--- src/rtl/ps2_rx_apb.sv ---
// PS/2 receive-only keyboard/mouse port behind an APB slave: it synchronises the lines, deframes
// 11-bit frames, queues the bytes in a FIFO and reports errors through sticky W1C flags and an irq.
module ps2_rx_apb #(
    parameter int FIFO_DEPTH     = 16,
    parameter int SYNC_STAGES    = 2,
    parameter int TIMEOUT_CYCLES = 20000
) (
    input  logic        clock,
    input  logic        reset,
    input  logic [31:0] paddr,
    input  logic        psel,
    input  logic        penable,
    input  logic        pwrite,
    input  logic [31:0] pwdata,
    input  logic [3:0]  pstrb,
    output logic        pready,
    output logic [31:0] prdata,
    output logic        pslverr,
    input  logic        ps2_clk,
    input  logic        ps2_data,
    output logic        irq
);

    localparam int AW = $clog2(FIFO_DEPTH);
    localparam int CW = AW + 1;
    localparam int TW = $clog2(TIMEOUT_CYCLES + 1);

    // ---------------- line synchronisers ----------------
    logic [SYNC_STAGES-1:0] r_clk_sync;
    logic [SYNC_STAGES-1:0] r_dat_sync;

    always_ff @(posedge clock) begin
        if (!reset) begin
            r_clk_sync <= '1;
            r_dat_sync <= '1;
        end else begin
            r_clk_sync <= {r_clk_sync[SYNC_STAGES-2:0], ps2_clk};
            r_dat_sync <= {r_dat_sync[SYNC_STAGES-2:0], ps2_data};
        end
    end

    logic w_fall;
    logic w_bit;
    assign w_fall = r_clk_sync[SYNC_STAGES-1] & ~r_clk_sync[SYNC_STAGES-2];
    // data taken from the stage aligned with the newer clock sample
    assign w_bit  = r_dat_sync[SYNC_STAGES-2];

    // ---------------- APB decode ----------------
    logic       w_access;
    logic       w_rd;
    logic       w_wr;
    logic [1:0] w_addr;

    assign w_access = psel & penable;
    assign w_rd     = w_access & ~pwrite;
    assign w_wr     = w_access & pwrite;
    assign w_addr   = paddr[3:2];
    assign pready   = 1'b1;

    // ---------------- control / status registers ----------------
    logic          r_enable;
    logic          r_irq_en;
    logic          r_ovf;
    logic          r_perr;
    logic          r_ferr;
    logic          r_irq;
    logic [AW-1:0] r_wr_ptr;
    logic [AW-1:0] r_rd_ptr;
    logic [CW-1:0] r_count;
    logic [7:0]    r_mem [FIFO_DEPTH];

    // ---------------- frame receiver ----------------
    logic [3:0]    r_bitcnt;
    logic [TW-1:0] r_idle;
    logic [7:0]    r_shift;
    logic          r_start;
    logic          r_par;
    logic          r_push_valid;
    logic [7:0]    r_push_byte;
    logic          r_perr_ev;
    logic          r_ferr_ev;

    logic w_par_ok;
    logic w_frm_ok;
    assign w_par_ok = ^{r_shift, r_par};
    assign w_frm_ok = ~r_start & w_bit;

    always_ff @(posedge clock) begin
        if (!reset) begin
            r_bitcnt     <= '0;
            r_idle       <= '0;
            r_shift      <= '0;
            r_start      <= 1'b0;
            r_par        <= 1'b0;
            r_push_valid <= 1'b0;
            r_push_byte  <= '0;
            r_perr_ev    <= 1'b0;
            r_ferr_ev    <= 1'b0;
        end else begin
            r_push_valid <= 1'b0;
            r_perr_ev    <= 1'b0;
            r_ferr_ev    <= 1'b0;
            if (!r_enable) begin
                r_bitcnt <= '0;
                r_idle   <= '0;
            end else if (w_fall) begin
                r_idle <= '0;
                case (r_bitcnt)
                    4'd0:    r_start <= w_bit;
                    4'd9:    r_par   <= w_bit;
                    4'd10: begin
                        r_push_valid <= w_par_ok & w_frm_ok;
                        r_push_byte  <= r_shift;
                        r_perr_ev    <= ~w_par_ok;
                        r_ferr_ev    <= ~w_frm_ok;
                    end
                    default: r_shift <= {w_bit, r_shift[7:1]};
                endcase
                r_bitcnt <= (r_bitcnt == 4'd10) ? 4'd0 : r_bitcnt + 4'd1;
            end else if (r_bitcnt != 4'd0) begin
                if (r_idle == TW'(TIMEOUT_CYCLES - 1)) begin
                    r_bitcnt  <= '0;
                    r_idle    <= '0;
                    r_ferr_ev <= 1'b1;
                end else begin
                    r_idle <= r_idle + TW'(1);
                end
            end
        end
    end

    // ---------------- FIFO and registers ----------------
    logic       w_empty;
    logic       w_full;
    logic       w_pop;
    logic       w_push_ok;
    logic       w_ovf_ev;
    logic [2:0] w_clr;
    logic [7:0] w_head;

    assign w_empty   = (r_count == '0);
    assign w_full    = (r_count == CW'(FIFO_DEPTH));
    assign w_pop     = w_rd & (w_addr == 2'd0) & ~w_empty;
    // a pop in the same cycle frees the slot the push needs
    assign w_push_ok = r_push_valid & (~w_full | w_pop);
    assign w_ovf_ev  = r_push_valid & w_full & ~w_pop;
    assign w_clr     = (w_wr && w_addr == 2'd1 && pstrb[0]) ? pwdata[4:2] : 3'b000;
    assign w_head    = r_mem[r_rd_ptr];

    always_ff @(posedge clock) begin
        if (w_push_ok) begin
            r_mem[r_wr_ptr] <= r_push_byte;
        end
    end

    always_ff @(posedge clock) begin
        if (!reset) begin
            r_wr_ptr <= '0;
            r_rd_ptr <= '0;
            r_count  <= '0;
            r_ovf    <= 1'b0;
            r_perr   <= 1'b0;
            r_ferr   <= 1'b0;
            r_enable <= 1'b1;
            r_irq_en <= 1'b0;
            r_irq    <= 1'b0;
        end else begin
            if (w_push_ok) begin
                r_wr_ptr <= r_wr_ptr + AW'(1);
            end
            if (w_pop) begin
                r_rd_ptr <= r_rd_ptr + AW'(1);
            end
            case ({w_push_ok, w_pop})
                2'b10:   r_count <= r_count + CW'(1);
                2'b01:   r_count <= r_count - CW'(1);
                default: r_count <= r_count;
            endcase
            r_ovf  <= (r_ovf  & ~w_clr[0]) | w_ovf_ev;
            r_perr <= (r_perr & ~w_clr[1]) | r_perr_ev;
            r_ferr <= (r_ferr & ~w_clr[2]) | r_ferr_ev;
            if (w_wr && w_addr == 2'd2 && pstrb[0]) begin
                r_enable <= pwdata[0];
                r_irq_en <= pwdata[1];
            end
            r_irq <= r_irq_en & (~w_empty | r_ovf | r_perr | r_ferr);
        end
    end

    assign irq = r_irq;

    // ---------------- read mux / error response ----------------
    logic [7:0]  w_count8;
    logic [31:0] w_status;
    assign w_count8 = 8'(r_count);
    assign w_status = {16'b0, w_count8, 3'b0, r_ferr, r_perr, r_ovf, w_full, w_empty};

    assign pslverr = w_access & ((w_addr == 2'd3) | ((w_addr == 2'd0) & pwrite));

    always_comb begin
        prdata = '0;
        if (w_rd) begin
            case (w_addr)
                2'd0:    prdata = w_empty ? 32'h0 : {23'b0, 1'b1, w_head};
                2'd1:    prdata = w_status;
                2'd2:    prdata = {30'b0, r_irq_en, r_enable};
                default: prdata = '0;
            endcase
        end
    end

    logic w_unused;
    assign w_unused = ^{paddr[31:4], paddr[1:0], pwdata[31:5], pstrb[3:1]};

endmodule

--- config.mk ---
export PLATFORM = sky130hd
export DESIGN_NAME = ps2_rx_apb
export DESIGN_NICKNAME = d
export VERILOG_FILES = /design/src/rtl/ps2_rx_apb.sv
export SDC_FILE = /design/constraint.sdc
export NUM_CORES = 1
export LEC_CHECK = 0
export CAP_MARGIN = 15
export CELL_PAD_IN_SITES_DETAIL_PLACEMENT = 1
export CELL_PAD_IN_SITES_GLOBAL_PLACEMENT = 2
export CORE_MARGIN = 4
export CORE_UTILIZATION = 38
export CTS_CLUSTER_DIAMETER = 50
export DETAILED_ROUTE_END_ITERATION = 10
export PLACE_DENSITY = 0.87
export SETUP_SLACK_MARGIN = 0.3
export SKIP_CTS_REPAIR_TIMING = 1
export SYNTH_ARGS = -nofsm -noshare
export SYNTH_HDL_FRONTEND = slang
export SYNTH_SLANG_ARGS = --single-unit
--- constraint.sdc ---
create_clock -name clock -period 3.8 [get_ports clock]
set_clock_uncertainty 0.05 [all_clocks]
set_input_delay 0.76 -clock clock [delete_from_list [all_inputs] [get_ports clock]]
set_output_delay 0.76 -clock clock [all_outputs]
set_load 0.01 [all_outputs]
== Word-level counts from Yosys, hierarchy flattened ==
Memories as Yosys holds them, arrays and structs flattened. A register that Yosys moved wholly into a read port is not among the register bits.
Cells that the tools add are included.

* Register bits after elaboration: 62
* Memories: 1
* Word-level logic and storage cells: 114
* RAM bits: 128

{| class="wikitable"
|+ Memories
! name !! depth !! bits a word !! rd ports !! clocked after memory_dff !! write ports !! RTL line !! RTL
|-
| r_mem || 16 || 8 || 1 || 1 || 1 || 70 || <nowiki>logic [7:0] r_mem [FIFO_DEPTH];</nowiki>
|}

* Reductions and logical operators: 21
* Add/subtract/negate cells: 6
* Muxes and demuxes: 18
* Equality and inequality tests: 9
* Bitwise gates (word level): 39

{| class="wikitable"
|+ Operators by type and width
! kind !! number
|-
| 13-bit one-hot mux with 3 select lines || 1
|-
| 4-bit 2-to-1 mux || 6
|-
| 1-bit AND || 17
|-
| 15-bit by 1-bit adder with 15-bit output, second input constant || 1
|-
| 15-bit equality test, second input constant || 1
|-
| 15-bit 2-to-1 mux || 1
|-
| 1-bit inverter || 14
|-
| 13-bit 2-to-1 mux || 1
|-
| 4-bit by 1-bit adder with 4-bit output, second input constant || 3
|-
| 3-bit AND reduction || 4
|-
| 5-bit one-hot mux with 2 select lines || 1
|-
| 9-bit 2-to-1 mux || 1
|-
| 9-bit XOR reduction || 1
|-
| 4-bit equality test, second input constant || 2
|-
| 1-bit bitwise OR || 8
|-
| 2-bit equality test, second input constant || 3
|-
| 1-bit 2-to-1 mux || 6
|-
| 2-bit nonzero test || 3
|-
| 3-bit OR reduction || 2
|-
| 5-bit by 1-bit adder with 5-bit output, second input constant || 1
|-
| 5-bit equality test, second input constant || 1
|-
| 5-bit zero test || 1
|-
| 5-bit by 1-bit subtractor with 5-bit output, second input constant || 1
|-
| 2-bit by 1-bit equality test with 1-bit output, second input constant || 2
|-
| other kinds (7) || 11
|}

== Depth between registers and ports, before layout ==
Gate-level depths: netlist (run 1).

* Word-level depth: 8
* Gate-level depth with buffers: 10

== Worst setup path after synthesis (run 1) ==
No wires, ideal clock.

* Path type: in2reg
* Start: input pwrite
* End: memory r_mem[0][0] (enable)
* Data required time: 3.355 ns
* Slack: 0.916 ns
* Cell stages on the path: 5
* Data arrival time: 2.440 ns
* Path through: nand3b_1 nor2_1 o21ai_0 buf_2 nor4_1

* Word-level cells in the longest chain between the ends: 8

{| class="wikitable"
|+ RTL lines
! what !! RTL line !! RTL
|-
| start: declaration || 13 || <nowiki>input logic pwrite,</nowiki>
|-
| 1-bit inverter || 55 || <nowiki>assign w_rd = w_access & ~pwrite;</nowiki>
|-
| 1-bit AND || 55 ||
|-
| 1-bit AND (2 in series) || 143 || <nowiki>assign w_pop = w_rd & (w_addr == 2'd0) & ~w_empty;</nowiki>
|-
| 1-bit bitwise OR || 145 || <nowiki>assign w_push_ok = r_push_valid & (~w_full | w_pop);</nowiki>
|-
| 1-bit AND || 145 ||
|-
| 1-bit 2-to-1 mux || 151 || <nowiki>if (w_push_ok) begin</nowiki>
|-
| 1-bit 2-to-1 mux (not written as such) || 152 || <nowiki>r_mem[r_wr_ptr] <= r_push_byte;</nowiki>
|-
| end: declaration || 70 ||
|}

No other way between the ends.

== Worst setup path in the final report (run 1) ==
* Start: input paddr[3]
* End: output prdata[5]

* Word-level cells in the longest chain between the ends: 3
* Elaborated cells between the ends (all ways): 5
* Classes of those cells: eq/ne (2); mux (2); reduce/logical (1)

{| class="wikitable"
|+ RTL lines
! what !! RTL line !! RTL
|-
| start: declaration || 10 || <nowiki>input logic [31:0] paddr,</nowiki>
|-
| 2-bit equality test (tied with other cells) || 203 || <nowiki>case (w_addr)</nowiki>
|-
| 13-bit one-hot mux with 3 select lines * || 203 ||
|-
| 13-bit 2-to-1 mux * || 202 || <nowiki>if (w_rd) begin</nowiki>
|-
| end: declaration || 17 || <nowiki>output logic [31:0] prdata,</nowiki>
|}

Mark *: on every way between the ends. The rest lies on a longest branch, timed or not.

==> flow_summary.toml, run 1 <==
[outcome]
run_status = "finished clean"

[critical_path]
path_class = "primary input to output port"
cp.arrival_ns = 2.71
r2r_end = "r_count[2]"
crit_fanout = 7
required_ns = 2.99
regToRegSetupSlack_ns = 0.84
regToRegStartpoint = "r_count[3]"
rr_worst_depth = 10
end_kind = "output port"
crit_path_start_kind = "primary input"

[yosys]
synth_area_per_cell_um2 = 13.88
synthMostInstantiatedCell = "edfxtp_1"
synth_commonest_cells = "128 x edfxtp_1, 66 x dfxtp_1, 39 x nand2_1, 31 x mux4_2, 29 x nor2_1"
ys_types = 60
syn_inst = 595
yosysTopAreaCell = "edfxtp_1"
async_flop_share_pct = 0
yosysWarnings = 0
synth_top_area_share_pct = 46.54
yosys_most_used_dff = "edfxtp_1"
mappedNetlistArea_um2 = 8259
ys_seq_area_share_pct = 62.54
synth-seq-cells = 194
synth_edf_count = 128
synthTopCellsByArea = "edfxtp_1 47%, dfxtp_1 16%, mux4_2 8.5%"

[cts]
clock-sinks = 194
clkTransAtPathRegs_ns = 0.07
cts_max_path_buffers = 2
cts-root-buf = "clkbuf_16"
htree_levels = 4
numCtsBuffers = 17
cts_tree = "yes"
clk-insertion-delay-late_ns = 0.44

[timing]
rsz0062_at_grt = "yes"
setup_slack_ns = 0.2767
final.period_utilization_pct = 92.72
fmaxAchievable_mhz = 283.8
period_minus_slack_ns = 3.523
finalSetupTns_ns = 0
finalHoldViolations = 0
worst_slew_margin_rel_pct = 45.06
maxSlewViolCount = 0
setup_violations = 0
worst_slew_pin_slew_ns = 0.8154

[detailed_routing]
first_iter_violations = 277
totalWireLength_um = 20390
dr.pass1.iters = 4
postRouteAntennaNets = 0
via_per_inst = 5.393
wl_per_cell_um = 21.69
drc_errors = 0
vias = 5069

[pwr]
comb_power_share_pct = 2.0
switching_power_w = 0.0008733
p_leak_nw = 3.280
intPower_w = 0.003181
pwr-share-seq_pct = 54.9
switching_share_pct = 21.54
p_per_area_nw_per_um2 = 419.5
pwr-share-clk_pct = 43.0
ir_drop_mv = 0.2958

[layout]
layout.cells.non_filler = 940
nNetsFinal = 734
drive_above_1_share_pct = 18.50
insertedDiodeCount = 0
final_cell_area_um2 = 9664
area_delta_synth_final_pct = 17.01

[placed_design]
gp_congestion = 0.7633
dp.cells = 898
place_ws_ns = 0.1778
dp_hpwl_um = 13460
dpl_cell_area_um2 = 8910
io_buffers = 29

[grt]
grt_max_degree = 46
grt_pass1_wl_um = 30350
grt_pass1_vias = 5336
overflow = 0
grt_antenna_before_repair = 0
grt_usage_pct = 16.44

[min_path]
hp-class = "register to register"
holdPathStages = 1
whs_endpoint = "r_clk_sync[1]"
hp-start = "r_clk_sync[0]"

[floorplan]
core_um2 = 21220
die_area_um2 = 24160
start_util_pct = 38.92
chipWidth_um = 155.4
die_h_um = 155.4
io-pin-count = 110
rows = 53

[run]
cap_violations = 0
## per-layer routing
| layer | vias up | wire [um] | global-route usage, % |
|---|---|---|---|
| met4 | 0 | 520 | 6.044 |
| met2 | 122 | 10900 | 29.55 |
| met1 | 2608 | 8249 | 19.60 |
| met5 | - | 0 | 0 |
| li1 | 2306 | - | - |
| met3 | 33 | 718 | 3.088 |
## final cells by class
| class | count | area, um2 |
|---|---|---|
| timing repair buffer | 69 | 683.2 |
| tap | 275 | 344.1 |
| multi-input combinational | 360 | 2854 |
| inverter | 10 | 37.54 |
| clock buffer | 17 | 425.4 |
| fill | 2131 | 11560 |
| clock inverter | 15 | 148.9 |
| sequential | 194 | 5171 |
## power by group through the flow
stage	clock (W)	sequential (W)	combinational (W)
floorplan	0	0.00227	0.0000702
global placement	0	0.00228	0.0000784
detailed placement	0	0.00228	0.0000816
CTS	0.00178	0.00223	0.0000821
global route	0.00186	0.00223	0.0000911
finish	0.00174	0.00223	0.0000830
## stage by stage
step / total power, W / hold WS, ns / utilization [%]
CTS: 0.004089 / 0.3981 / 44.69
global route: 0.004180 / 0.4212 / 45.54
floorplan: 0.002344 / 0.3616 / -
detailed placement: 0.002358 / 0.3797 / 41.99
global placement: 0.002354 / 0.3679 / 41.99
finish: 0.004055 / 0.3930 / 45.54
## how the worst max path moves through the flow
stage	start	endpoint	slack, ns
after global routing	paddr[2]	prdata[5]	0.23
after global placement	paddr[3]	prdata[7]	0.19
final	paddr[3]	prdata[5]	0.28
after floorplan	pwrite	r_mem[0][0]	0.92
after CTS	register	prdata[0]	0.07
after detailed placement	paddr[3]	prdata[7]	0.18
## registers in the layout, summed over array words and instances (netlist names), 2 cells and up, named ones only
register,flops
r_wr_ptr,4
r_push_byte,8
r_mem,128
r_rd_ptr,4
r_bitcnt,4
r_shift,8
r_clk_sync,2
r_idle,15
r_count,5
## layout by cell type (no fill, tap or decap), types with 3 or more instances in the layout
cell type | Yosys | final
o21ai_0 | 18 | 18
clkbuf_16 | 0 | 20
nand2_1 | 39 | 38
a21boi_0 | 11 | 11
or3_1 | 4 | 4
conb_1 | 2 | 20
buf_4 | 20 | 35
clkinvlp_4 | 0 | 3
a211oi_1 | 7 | 4
nand2b_1 | 9 | 9
dfxtp_1 | 66 | 63
xor2_1 | 10 | 10
a211oi_2 | 0 | 3
o2111ai_1 | 3 | 3
inv_6 | 0 | 3
edfxtp_1 | 128 | 128
a21oi_1 | 10 | 9
dlymetal6s2s_1 | 0 | 6
a22o_1 | 3 | 3
and3_1 | 7 | 7
mux2i_1 | 28 | 28
inv_1 | 10 | 10
nand4_1 | 6 | 6
nor2_1 | 29 | 28
nand3_1 | 9 | 9
xnor2_1 | 17 | 17
nor3_1 | 8 | 8
mux4_2 | 31 | 31
nor2_2 | 3 | 3
inv_8 | 0 | 3
nor4_1 | 10 | 10
nor3b_1 | 3 | 3
and2_1 | 9 | 9
clkinv_4 | 0 | 3
ha_1 | 7 | 7
nor2b_1 | 25 | 25
clkdlybuf4s50_1 | 0 | 23
## cells by family (layout without fill, tap and decap cells)
kind of cell	Yosys count	in the layout	share of synthesized area, %
AO/OA/AOI/OAI	72	72	5.924
XOR/XNOR	27	27	2.863
adder cells (fa/ha/maj)	7	7	1.060
buffers and inverters	59	111	4.181
flip-flops	194	194	62.54
multiplexers	59	59	11.85
other	2	20	0.09093
AND/OR/NAND/NOR	175	175	11.50
## critical path: stages
cell,delay [ns]
clkdlybuf4s50_1,0.42
or2_1,0.33
a211o_2,0.40
a211oi_1,0.22
clkdlybuf4s50_1,0.58
Note: power is estimated with default switching activity, not from simulation.
==> inputs of run 2 (changes only) <==
--- a/config.mk
+++ b/config.mk
@@ -12,6 +12,7 @@
 export CORE_UTILIZATION = 38
 export CTS_CLUSTER_DIAMETER = 50
 export DETAILED_ROUTE_END_ITERATION = 10
+export MAX_ROUTING_LAYER = met4
 export PLACE_DENSITY = 0.87
 export SETUP_SLACK_MARGIN = 0.3
 export SKIP_CTS_REPAIR_TIMING = 1
==> run 2 against run 1 <==
  * Register-to-register slack improved by 0.08 ns
  * Routed wire length decreased by 1.0%
  * Final cell count stayed put
  * Non-clock buffer count unchanged
  * Design area is the same
  * Combinational power barely moved
  * Power about the same
  * Clock power about the same
  * Worst setup slack worse by 0.010 ns
  * Critical path depth did not move
==> flow_summary.toml, run 2 (synthesized netlist as in run 1, its figures left out) <==
[timing]
maxSlewViolCount = 0
rsz0062_at_grt = "yes"
worst_slew_margin_rel_pct = 47.73
period_minus_slack_ns = 3.533
setup_violations = 0
finalSetupTns_ns = 0
finalHoldViolations = 0
worst_slew_pin_slew_ns = 0.7759
whs_ns = 0.3942
fmaxAchievable_mhz = 283.0
final.period_utilization_pct = 92.99

[critical_path]
required_ns = 2.99
cp.arrival_ns = 2.72
crit_fanout = 7
path_class = "primary input to output port"
crit_path_start_kind = "primary input"
end_kind = "output port"

[detailed_routing]
totalWireLength_um = 20180
first_iter_violations = 283
vias = 5004
dr.pass1.iters = 5
postRouteAntennaNets = 0
drc_errors = 0
wl_per_cell_um = 21.46
via_per_inst = 5.323

[cts]
numCtsBuffers = 17
cts_tree = "yes"
clock-sinks = 194
clk-insertion-delay-late_ns = 0.44
htree_levels = 4
cts-root-buf = "clkbuf_16"
cts_max_path_buffers = 2
clkTransAtPathRegs_ns = 0.07

[floorplan]
chipWidth_um = 155.4
die_area_um2 = 24160
start_util_pct = 38.92
core_um2 = 21220
die_h_um = 155.4
rows = 53
io-pin-count = 110

[pwr]
ir_drop_mv = 0.2992
p_per_area_nw_per_um2 = 419.1
p_leak_nw = 3.280

[layout]
largest_reg_flops = 128
final_cell_area_um2 = 9664
multiInputGateArea_um2 = 2854
insertedDiodeCount = 0
seq_area_um2 = 5171
drive_above_1_share_pct = 18.50
fill_cells = 2128
final_util_pct = 45.54
largest_register = "r_mem"
area_delta_synth_final_pct = 17.01
layout.cells.non_filler = 940
layout_common_cells = "128 x edfxtp_1, 63 x dfxtp_1, 38 x nand2_1, 35 x buf_4, 31 x mux4_2"
final_common_cell = "edfxtp_1"
top_regs = "r_mem: 128 flops, r_idle: 15 flops"
nNetsFinal = 734

[grt]
overflow = 0
grt_pass1_wl_um = 30370
grt_antenna_before_repair = 0
grt_pass1_vias = 5325
grt_max_degree = 46
grt_usage_pct = 16.93

[placed_design]
dp_hpwl_um = 13460
dpl_cell_area_um2 = 8910
io_buffers = 29
dp.cells = 898
gp_congestion = 0.7735

[outcome]
run_status = "finished clean"

[run]
cap_violations = 0

[min_path]
hp-class = "register to register"
==> run 2: layer usage <==
metal / part of all wire [%] / up-vias / track usage, %
met2: 53 / 113 / 29.55
li1: - / 2296 / -
met3: 4.0 / 31 / 3.088
met5: 0 / - / -
met4: 2.5 / 0 / 6.044
met1: 40 / 2564 / 19.60
==> run 2: area by class of cell <==
| type | count | share of cell area [%] |
|---|---|---|
| inverter | 10 | 0.3884 |
| multi-input combinational | 360 | 29.53 |
| clock buffer | 17 | 4.402 |
| sequential | 194 | 53.51 |
| tap | 275 | 3.560 |
| clock inverter | 15 | 1.541 |
| timing repair buffer | 69 | 7.069 |
==> run 2: final timing paths <==
check                     start            end  slack [ns]  cells past startpoint
setup reg to reg     r_count[3]     r_count[2]        0.92                     10
setup / recovery       paddr[3]      prdata[5]        0.27                      5
hold / removal    r_clk_sync[0]  r_clk_sync[1]        0.39                      1
hold reg to reg   r_clk_sync[0]  r_clk_sync[1]        0.39                      1
==> run 2: power by group <==
group,leakage (nW),switching [W],internal (W)
Combinational,1.29,0.0000469,0.0000361
Sequential,1.72,0.00000483,0.00222
Clock,0.272,0.000818,0.000922
Total,3.28,0.000870,0.00318
==> run 2: worst max-delay path, stage by stage <==
cell	delay, ns
clkdlybuf4s50_1	0.42
or2_1	0.34
a211o_2	0.40
a211oi_1	0.22
clkdlybuf4s50_1	0.58
==> run 2: stage by stage <==
stage,total power (W),setup WS [ns]
after floorplan,0.002344,0.9157
after global placement,0.002354,0.1904
after detailed placement,0.002358,0.1778
after CTS,0.004089,0.06899
after global routing,0.004181,0.2031
final,0.004051,0.2666
==> inputs of run 3 (changes only) <==
--- a/config.mk
+++ b/config.mk
@@ -9,11 +9,11 @@
 export CELL_PAD_IN_SITES_DETAIL_PLACEMENT = 1
 export CELL_PAD_IN_SITES_GLOBAL_PLACEMENT = 2
 export CORE_MARGIN = 4
-export CORE_UTILIZATION = 38
+export CORE_UTILIZATION = 30
 export CTS_CLUSTER_DIAMETER = 50
 export DETAILED_ROUTE_END_ITERATION = 10
 export MAX_ROUTING_LAYER = met4
-export PLACE_DENSITY = 0.87
+export PLACE_DENSITY = 0.73
 export SETUP_SLACK_MARGIN = 0.3
 export SKIP_CTS_REPAIR_TIMING = 1
 export SYNTH_ARGS = -nofsm -noshare
==> run 3 against run 2 <==
  * Power increased by 0.99%
  * Core utilization decreased by 9.6 points
  * Hold slack got worse by 0.0019 ns
  * Clock power increased by 2%
  * Register-to-register slack improved by 0.02 ns
  * First-iteration DRC count decreased by 5.7%
  * Critical path depth increased by 2
  * Non-clock buffer count decreased by 3
  * Sequential share of layout area decreased by 0.21 points
  * Via count decreased by 3.7%
==> flow_summary.toml, run 3 (synthesized netlist as in run 1, its figures left out) <==
[timing]
worst_slew_margin_rel_pct = 52.84
rsz0062_at_grt = "yes"
period_minus_slack_ns = 3.524
final.period_utilization_pct = 92.73
worst_slew_pin_slew_ns = 0.7064
finalHoldViolations = 0
finalSetupTns_ns = 0
fmaxAchievable_mhz = 283.8
maxSlewViolCount = 0
setup_violations = 0
whs_ns = 0.3923

[cts]
clock-sinks = 194
cts-root-buf = "clkbuf_16"
clk-insertion-delay-late_ns = 0.43
htree_levels = 4
numCtsBuffers = 17
cts_max_path_buffers = 2
clkTransAtPathRegs_ns = 0.07
cts_tree = "yes"

[floorplan]
die_area_um2 = 30250
rows = 60
chipWidth_um = 173.9
io-pin-count = 110
start_util_pct = 30.56
core_um2 = 27030
die_h_um = 173.9

[pwr]
ir_drop_mv = 0.3058
p_leak_nw = 3.270
p_per_area_nw_per_um2 = 421.5

[layout]
largest_register = "r_mem"
seq_area_um2 = 5172
multiInputGateArea_um2 = 2831
top_regs = "r_mem: 128 flops, r_idle: 15 flops"
insertedDiodeCount = 0
layout_common_cells = "128 x edfxtp_1, 64 x dfxtp_1, 39 x nand2_1, 33 x buf_4, 31 x mux4_2"
largest_reg_flops = 128
nNetsFinal = 731
area_delta_synth_final_pct = 17.50
fill_cells = 2845
final_common_cell = "edfxtp_1"
drive_above_1_share_pct = 17.10

[grt]
grt_pass1_wl_um = 28840
grt_usage_pct = 12.47
grt_pass1_vias = 5137
overflow = 0
grt_max_degree = 46
grt_antenna_before_repair = 0

[detailed_routing]
dr.pass1.iters = 4
totalWireLength_um = 18490
first_iter_violations = 267
postRouteAntennaNets = 0
via_per_inst = 4.808
vias = 4818
wl_per_cell_um = 18.46
drc_errors = 0

[run]
cap_violations = 0

[critical_path]
required_ns = 2.99
crit_fanout = 8
crit_path_cell_trace = "clkbuf_16 -> buf_4 -> mux4_2 -> mux2i_1 -> o211a_1 -> nor3_1 -> clkdlybuf4s50_1"
cp_slowest_stage_delay_ns = 0.59
critical-path-slowest-cell = "clkdlybuf4s50_1"
cp.arrival_ns = 2.71
end_kind = "output port"
path_class = "register to output port"
crit_path_start_kind = "register"

[min_path]
hp-class = "register to register"

[placed_design]
gp_congestion = 0.7680
dp_hpwl_um = 12420
io_buffers = 29

[outcome]
run_status = "finished clean"
-- run 3: changes by cell type in the layout (fill, tap and decap cells not counted), sizes merged --
| cell | delta |
|---|---|
| clkbuf | -1 |
| clkinv | +1 |
| buf | -2 |
| inv | +1 |
| clkinvlp | -3 |
-- run 3: power by group --
part / internal, W / switching (W) / leakage [nW]
registers: 0.00222 / 0.00000483 / 1.72
logic: 0.0000362 / 0.0000455 / 1.26
clock network: 0.000937 / 0.000845 / 0.286
-- run 3: metrics by stage --
stage	utilization, %	power [W]	setup slack (ns)	cells	area [um2]
3_5_place_dp	33.25	0.002358	0.1271	963	8985
4_1_cts	35.44	0.004134	-0.04265	994	9578
2_1_floorplan	-	0.002344	0.9157	613	8327
3_3_place_gp	33.25	0.002354	0.1594	963	8985
6_report	35.91	0.004091	0.2762	1002	9704
5_1_grt	35.91	0.004244	0.1617	1002	9704
-- run 3: worst paths after layout --
kind                 start       endpoint  slack (ns)  depth (start not counted)
max               register      prdata[1]        0.28                          7
min          r_clk_sync[0]  r_clk_sync[1]        0.39                          1
max reg2reg     r_count[0]     r_count[2]        0.94                          9
min reg2reg  r_clk_sync[0]  r_clk_sync[1]        0.39                          1
-- run 3: routing by layer --
metal,GRT usage [%],up-vias,wire (um)
li1,-,2296,-
met1,15.63,2423,8023
met2,20.80,84,9613
met3,2.566,15,656
met4,3.167,0,199
met5,-,-,0
-- run 3: area by class of cell --
type | instances | area share, %
sequential | 194 | 53.30
multi-input combinational | 360 | 29.18
timing repair buffer | 66 | 6.627
tap | 341 | 4.397
clock buffer | 17 | 4.384
clock inverter | 14 | 1.728
inverter | 10 | 0.3868
-- run 3: critical path: cells and delay by family, from the launching register on --
kind / cells / cell delay, ns
buffers and inverters: 3 / 0.91
muxes: 2 / 0.49
and+or+nand+nor: 1 / 0.24
DFF: 1 / 0.37
AOI/OAI and AO/OA: 1 / 0.26
